--- config.mk ---
export PLATFORM = sky130hd
export DESIGN_NAME = branch_update_queue
export DESIGN_NICKNAME = d
export VERILOG_FILES = /design/src/rtl/branch_update_queue.sv
export SDC_FILE = /design/constraint.sdc
export NUM_CORES = 1
export LEC_CHECK = 0
export ABC_AREA = 0
export BUFFER_PORTS_ARGS = -buffer_cell sky130_fd_sc_hd__clkbuf_2
export CORE_MARGIN = 2
export CORE_UTILIZATION = 55
export CTS_BUF_LIST = sky130_fd_sc_hd__clkbuf_8 sky130_fd_sc_hd__clkbuf_16
export DETAILED_ROUTE_END_ITERATION = 8
export PLACE_DENSITY_LB_ADDON = 0.25
export SKIP_CTS_REPAIR_TIMING = 1
export SLEW_MARGIN = 10
export SYNTH_ARGS = -nofsm -noshare
export SYNTH_HDL_FRONTEND = slang
export SYNTH_SLANG_ARGS = --single-unit
--- constraint.sdc ---
create_clock -name clk -period 5.6 [get_ports clk]
set_input_delay 0.28 -clock clk [delete_from_list [all_inputs] [get_ports clk]]
set_output_delay 0.28 -clock clk [all_outputs]
set_load 0.05 [all_outputs]
--- src/rtl/branch_update_queue.sv ---
// In-order branch tracking queue: allocates at dispatch, resolves out of order, and retires in order into predictor training updates.
// Define BUQ_PERF_COUNTERS_EN to add the saturating perf_retired / perf_mispred counters.
module branch_update_queue #(
  parameter  int DEPTH = 8,
  localparam int TAG_W = $clog2(DEPTH)
) (
  input  logic             clk,
  input  logic             rst,
  input  logic             enq_valid,
  output logic             enq_ready,
  input  logic [31:0]      enq_pc,
  input  logic             enq_pred,
  output logic [TAG_W-1:0] enq_tag,
  input  logic             res_valid,
  input  logic [TAG_W-1:0] res_tag,
  input  logic             res_taken,
  input  logic [31:0]      res_target,
  input  logic             flush,
  output logic             upd_w_en,
  output logic [31:0]      upd_pc,
  output logic             upd_taken,
  output logic             redirect_valid,
  output logic [31:0]      redirect_pc,
  output logic             empty
`ifdef BUQ_PERF_COUNTERS_EN
  ,
  output logic [31:0]      perf_retired,
  output logic [31:0]      perf_mispred
`endif
);

  localparam logic [TAG_W:0] FULL_CNT = (TAG_W+1)'(DEPTH);

  logic [DEPTH-1:0] valid_q, resolved_q, pred_q, taken_q;
  logic [DEPTH-1:0] valid_d, resolved_d;
  logic [31:0]      pc_q     [DEPTH];
  logic [31:0]      target_q [DEPTH];
  logic [TAG_W-1:0] head_q, tail_q, head_d, tail_d, head_inc;
  logic [TAG_W:0]   count_q, count_d;
  logic             retire, mispred_retire, enq_fire, res_fire;

  // The head must already be resolved at the start of the cycle, so a same-cycle resolve never retires.
  assign retire         = valid_q[head_q] && resolved_q[head_q] && !flush;
  assign mispred_retire = retire && (taken_q[head_q] != pred_q[head_q]);
  assign enq_ready      = (count_q != FULL_CNT) && !flush && !mispred_retire;
  assign enq_fire       = enq_valid && enq_ready;
  assign res_fire       = res_valid && valid_q[res_tag] && !resolved_q[res_tag] && !flush;
  assign enq_tag        = tail_q;
  assign empty          = (count_q == '0);
  assign head_inc       = head_q + TAG_W'(1);

  always_comb begin
    valid_d    = valid_q;
    resolved_d = resolved_q;
    head_d     = head_q;
    tail_d     = tail_q;
    count_d    = count_q;
    if (flush) begin
      valid_d    = '0;
      resolved_d = '0;
      head_d     = '0;
      tail_d     = '0;
      count_d    = '0;
    end else if (mispred_retire) begin
      // Everything younger than the mispredicted branch is on the wrong path.
      valid_d    = '0;
      resolved_d = '0;
      head_d     = head_inc;
      tail_d     = head_inc;
      count_d    = '0;
    end else begin
      if (res_fire) resolved_d[res_tag] = 1'b1;
      if (retire) begin
        valid_d[head_q]    = 1'b0;
        resolved_d[head_q] = 1'b0;
        head_d             = head_inc;
      end
      if (enq_fire) begin
        valid_d[tail_q]    = 1'b1;
        resolved_d[tail_q] = 1'b0;
        tail_d             = tail_q + TAG_W'(1);
      end
      case ({enq_fire, retire})
        2'b10:   count_d = count_q + (TAG_W+1)'(1);
        2'b01:   count_d = count_q - (TAG_W+1)'(1);
        default: count_d = count_q;
      endcase
    end
  end

  always_ff @(posedge clk or posedge rst) begin
    if (rst) begin
      valid_q    <= '0;
      resolved_q <= '0;
      head_q     <= '0;
      tail_q     <= '0;
      count_q    <= '0;
    end else begin
      valid_q    <= valid_d;
      resolved_q <= resolved_d;
      head_q     <= head_d;
      tail_q     <= tail_d;
      count_q    <= count_d;
    end
  end

  // Payload storage needs no reset; the valid/resolved bits qualify it.
  always_ff @(posedge clk) begin
    if (enq_fire) begin
      pc_q[tail_q]   <= enq_pc;
      pred_q[tail_q] <= enq_pred;
    end
    if (res_fire) begin
      taken_q[res_tag]  <= res_taken;
      target_q[res_tag] <= res_target;
    end
  end

  always_ff @(posedge clk or posedge rst) begin
    if (rst) begin
      upd_w_en       <= 1'b0;
      upd_pc         <= '0;
      upd_taken      <= 1'b0;
      redirect_valid <= 1'b0;
      redirect_pc    <= '0;
    end else begin
      upd_w_en       <= retire;
      redirect_valid <= mispred_retire;
      if (retire) begin
        upd_pc    <= pc_q[head_q];
        upd_taken <= taken_q[head_q];
      end
      if (mispred_retire)
        redirect_pc <= taken_q[head_q] ? target_q[head_q] : pc_q[head_q] + 32'd4;
    end
  end

`ifdef BUQ_PERF_COUNTERS_EN
  always_ff @(posedge clk or posedge rst) begin
    if (rst) begin
      perf_retired <= '0;
      perf_mispred <= '0;
    end else begin
      if (retire && (perf_retired != '1)) perf_retired <= perf_retired + 32'd1;
      if (mispred_retire && (perf_mispred != '1)) perf_mispred <= perf_mispred + 32'd1;
    end
  end
`endif

endmodule

==> run_results.csv <==
group,metric,value,unit
sta,finalHoldViolCount,8,
placed_design,io_buffers,145,
floorplan,initial_core_util,55.4,%
power,vdd_drop_max,0.298,mV
sta,timing.final.crit_share,79.1,%
placed_design,dp_hpwl,37.6,mm
floorplan,die_y,215,um
drt,vias,14800,
synthesis,yosys.cell_count.top_type,"edfxtp_1",
sta,max-slew-margin-rel,24.9,%
setup_path,max_stage_delay,830,ps
synthesis,ys_async_sr_fraction,15.0,%
sta,fin_skew,20.2,ps
synthesis,yosysTopAreaCell,"edfxtp_1",
synthesis,synth_common_cells,"edfxtp_1 (528), nand2_1 (99), a22oi_1 (93), dfrtp_1 (93), o21ai_0 (61)",
setup_path,critPathKind,"flip-flop to primary output",
floorplan,core.rowCount,77,
drt,drtPass1Iterations,5,
synthesis,syn-mean-instance-area,16.4,um^2
setup_path,crit_slowest_cell,"dfrtp_4",
synthesis,synthCells,1484,
sta,hold_ws,-7.25,ps
power,cellLeakagePower,9.86,nW
setup_path,reg2regPathDepth,10,
synthesis,synth-edff-count,528,
sta,worst_slew_pin_slew,1130,ps
final_layout,layout.nets,1789,
synthesis,synth_fp_nets,1565,
drt,routed_via_density,6.31,
synthesis,synth_area,24400,um^2
run_status,status,"finished, violations left",
clocking,clkSinkCount,621,
min_path,hold_depth,1,
sta,rsz0062_at_grt,"no",
setup_path,r2r_slack,1430,ps
global_route,grt_use_total,27.4,%
min_path,whs_endpoint,"pc_q[2][27]",
synthesis,netlist.area_leader.share,65.0,%
drt,post_drt_wl_per_cell,27.0,um
setup_path,cpMostUsedCell,"buf_4",
setup_path,critPathRequiredTime,5320,ps
sta,setup_viol,0,
min_path,hold_path_startpoint,"enq_pc[27]",
clocking,clk_pin_slew,60,ps
drt,antenna_left,0,
synthesis,yosysWarnings,0,
synthesis,seq_area_frac_synth,74.5,%
synthesis,synth_area_leaders,"edfxtp_1 (65%), dfrtp_1 (9.5%), a22oi_1 (2.9%), mux4_1 (2.3%), mux4_2 (1.6%)",
setup_path,crit_path_cell_trace,"inv_1 > a311oi_1 > a2111oi_0 > buf_4 > o22ai_4 > buf_4 > nand2b_1 > a21oi_1 > clkbuf_2",
global_route,grt_antenna_before_repair,1,
global_route,grt_pass1_vias,14200,
floorplan,ios,146,
sta,slew_viol_final,0,
clocking,cts_buffer_depth,3,
global_route,grt_pass1_wl,93.3,mm
synthesis,synth_top_flop_cell,"edfxtp_1",
drt,drc_errors,0,
final_layout,syn_to_final_growth,16.4,%
setup_path,end_kind,"primary output",
floorplan,core_area,44000,um^2
sta,fin_crit,4430,ps
final_layout,fillCellCount,3157,
flow_run,max-cap-violations,0,
clocking,numCtsBuffers,60,
global_route,grt_max_degree,61,
clocking,cts_tree,"built",
sta,fmax,226,MHz
setup_path,cp_max_fo,60,
global_route,overflow,0,
setup_path,startpoint_type,"flip-flop",
drt,drtIter0Drc,1696,
floorplan,die_area,46000,um^2
synthesis,yosysUniqueCellTypes,74,
placed_design,globalplace.congestion,0.868,
clocking,cts-root-buf,"clkbuf_16",
final_layout,layout-drive-gt1-share,19.6,%
run_status,violations,"negative hold slack",
synthesis,ys_ff_latch,621,
setup_path,r2r-start,"head_q[2]",
drt,finalWirelength,63.4,mm
min_path,hold_class,"primary input to flip-flop",
clocking,clock_latency,620,ps
sta,finalSetupTns,0,ps
setup_path,cp.arrival,4150,ps
power,power_density,414,nW/um^2
floorplan,die_w,215,um
setup_path,cp_top_family,"buffers and inverters",
setup_path,cp_num_buf_inv,4,
clocking,h-tree-depth,2,
setup_path,r2r-end,"redirect_pc[28]",
==> flip-flops by register name, indices dropped and copies added, names as in the netlist, 8 cells and up <==
name	cells
pc_q	256
pred_q	8
redirect_pc	32
resolved_q	8
taken_q	8
target_q	256
upd_pc	32
valid_q	8
==> layout make-up <==
class / count / area (um^2) / area share (%)
Sequential cell: 621 / 18200 / 64.1
Antenna cell: 2 / 5.00 / 0.0176
Tap cell: 592 / 741 / 2.61
Inverter: 16 / 62.6 / 0.220
Multi-Input combinational cell: 759 / 5770 / 20.3
Clock inverter: 39 / 295 / 1.04
Timing Repair Buffer: 250 / 1690 / 5.97
Clock buffer: 69 / 1640 / 5.76
==> worst register-to-register path, stage by stage, from the launching register on <==
cell	delay, ps
dfrtp_4	830
buf_4	460
buf_4	460
mux2i_1	140
a22oi_1	200
nand2_1	110
or3_1	500
nor3_2	580
or4b_4	530
xnor2_1	140
o21ai_1	160
==> metrics by stage <==
stage               std cells  total power [mW]  setup WS (ps)  cell area [um^2]  util [%]
floorplan                1484              7.11            300             24400         -
finish                   2348              11.8           1170             28400      64.5
detailed placement       2176              7.85           1500             25800      58.7
global placement         2176              7.82           1590             25800      58.7
CTS                      2284              11.7           1150             27800      63.1
global route             2347              12.1            938             28400      64.5
==> per-layer routing <==
metal	GRT usage [%]	vias up	part of all wire, %
met5	0	-	0
met4	9.21	0	2.8
met3	4.94	96	8.4
met2	43.3	745	48
met1	39.1	7573	41
li1	-	6406	-
==> worst max path at each step <==
stage / startpoint / to / cells past startpoint
finish: head_q[2] / enq_ready / 9
global route: head_q[2] / enq_ready / 9
CTS: head_q[2] / enq_ready / 9
detailed placement: head_q[0] / redirect_pc[24] / 9
global placement: head_q[0] / pc_q[0][23] / 11
floorplan: head_q[0] / valid_q[5] / 11
==> cells in the final DEF, fill, tap and decap left out, types with 41 or more instances in the layout <==
cell type,n
edfxtp_1,528
clkbuf_2,145
nand2_1,98
a22oi_1,93
dfrtp_1,91
dlygate4sd3_1,62
o21ai_0,61
clkbuf_16,61
a21oi_1,56
nor2_1,46
buf_4,41
==> logic make-up after synthesis <==
logic type	Yosys count	share of synthesized area, %
AND/OR/NAND/NOR	277	5.71
adder cells (fa/ha/maj)	7	0.359
multiplexers	81	5.65
buffers and inverters	104	2.16
AO/OA/AOI/OAI	362	10.4
flip-flops	621	74.5
XOR/XNOR	32	1.15
==> power breakdown <==
part	leakage [nW]	total (mW)	switching, mW	internal [mW]
combinational	2.91	2.26	1.65	0.607
clock	0.987	3.95	1.66	2.29
sequential	5.96	5.55	0.252	5.30
total	9.86	11.8	3.57	8.19
(Power assumes the default switching activity.)
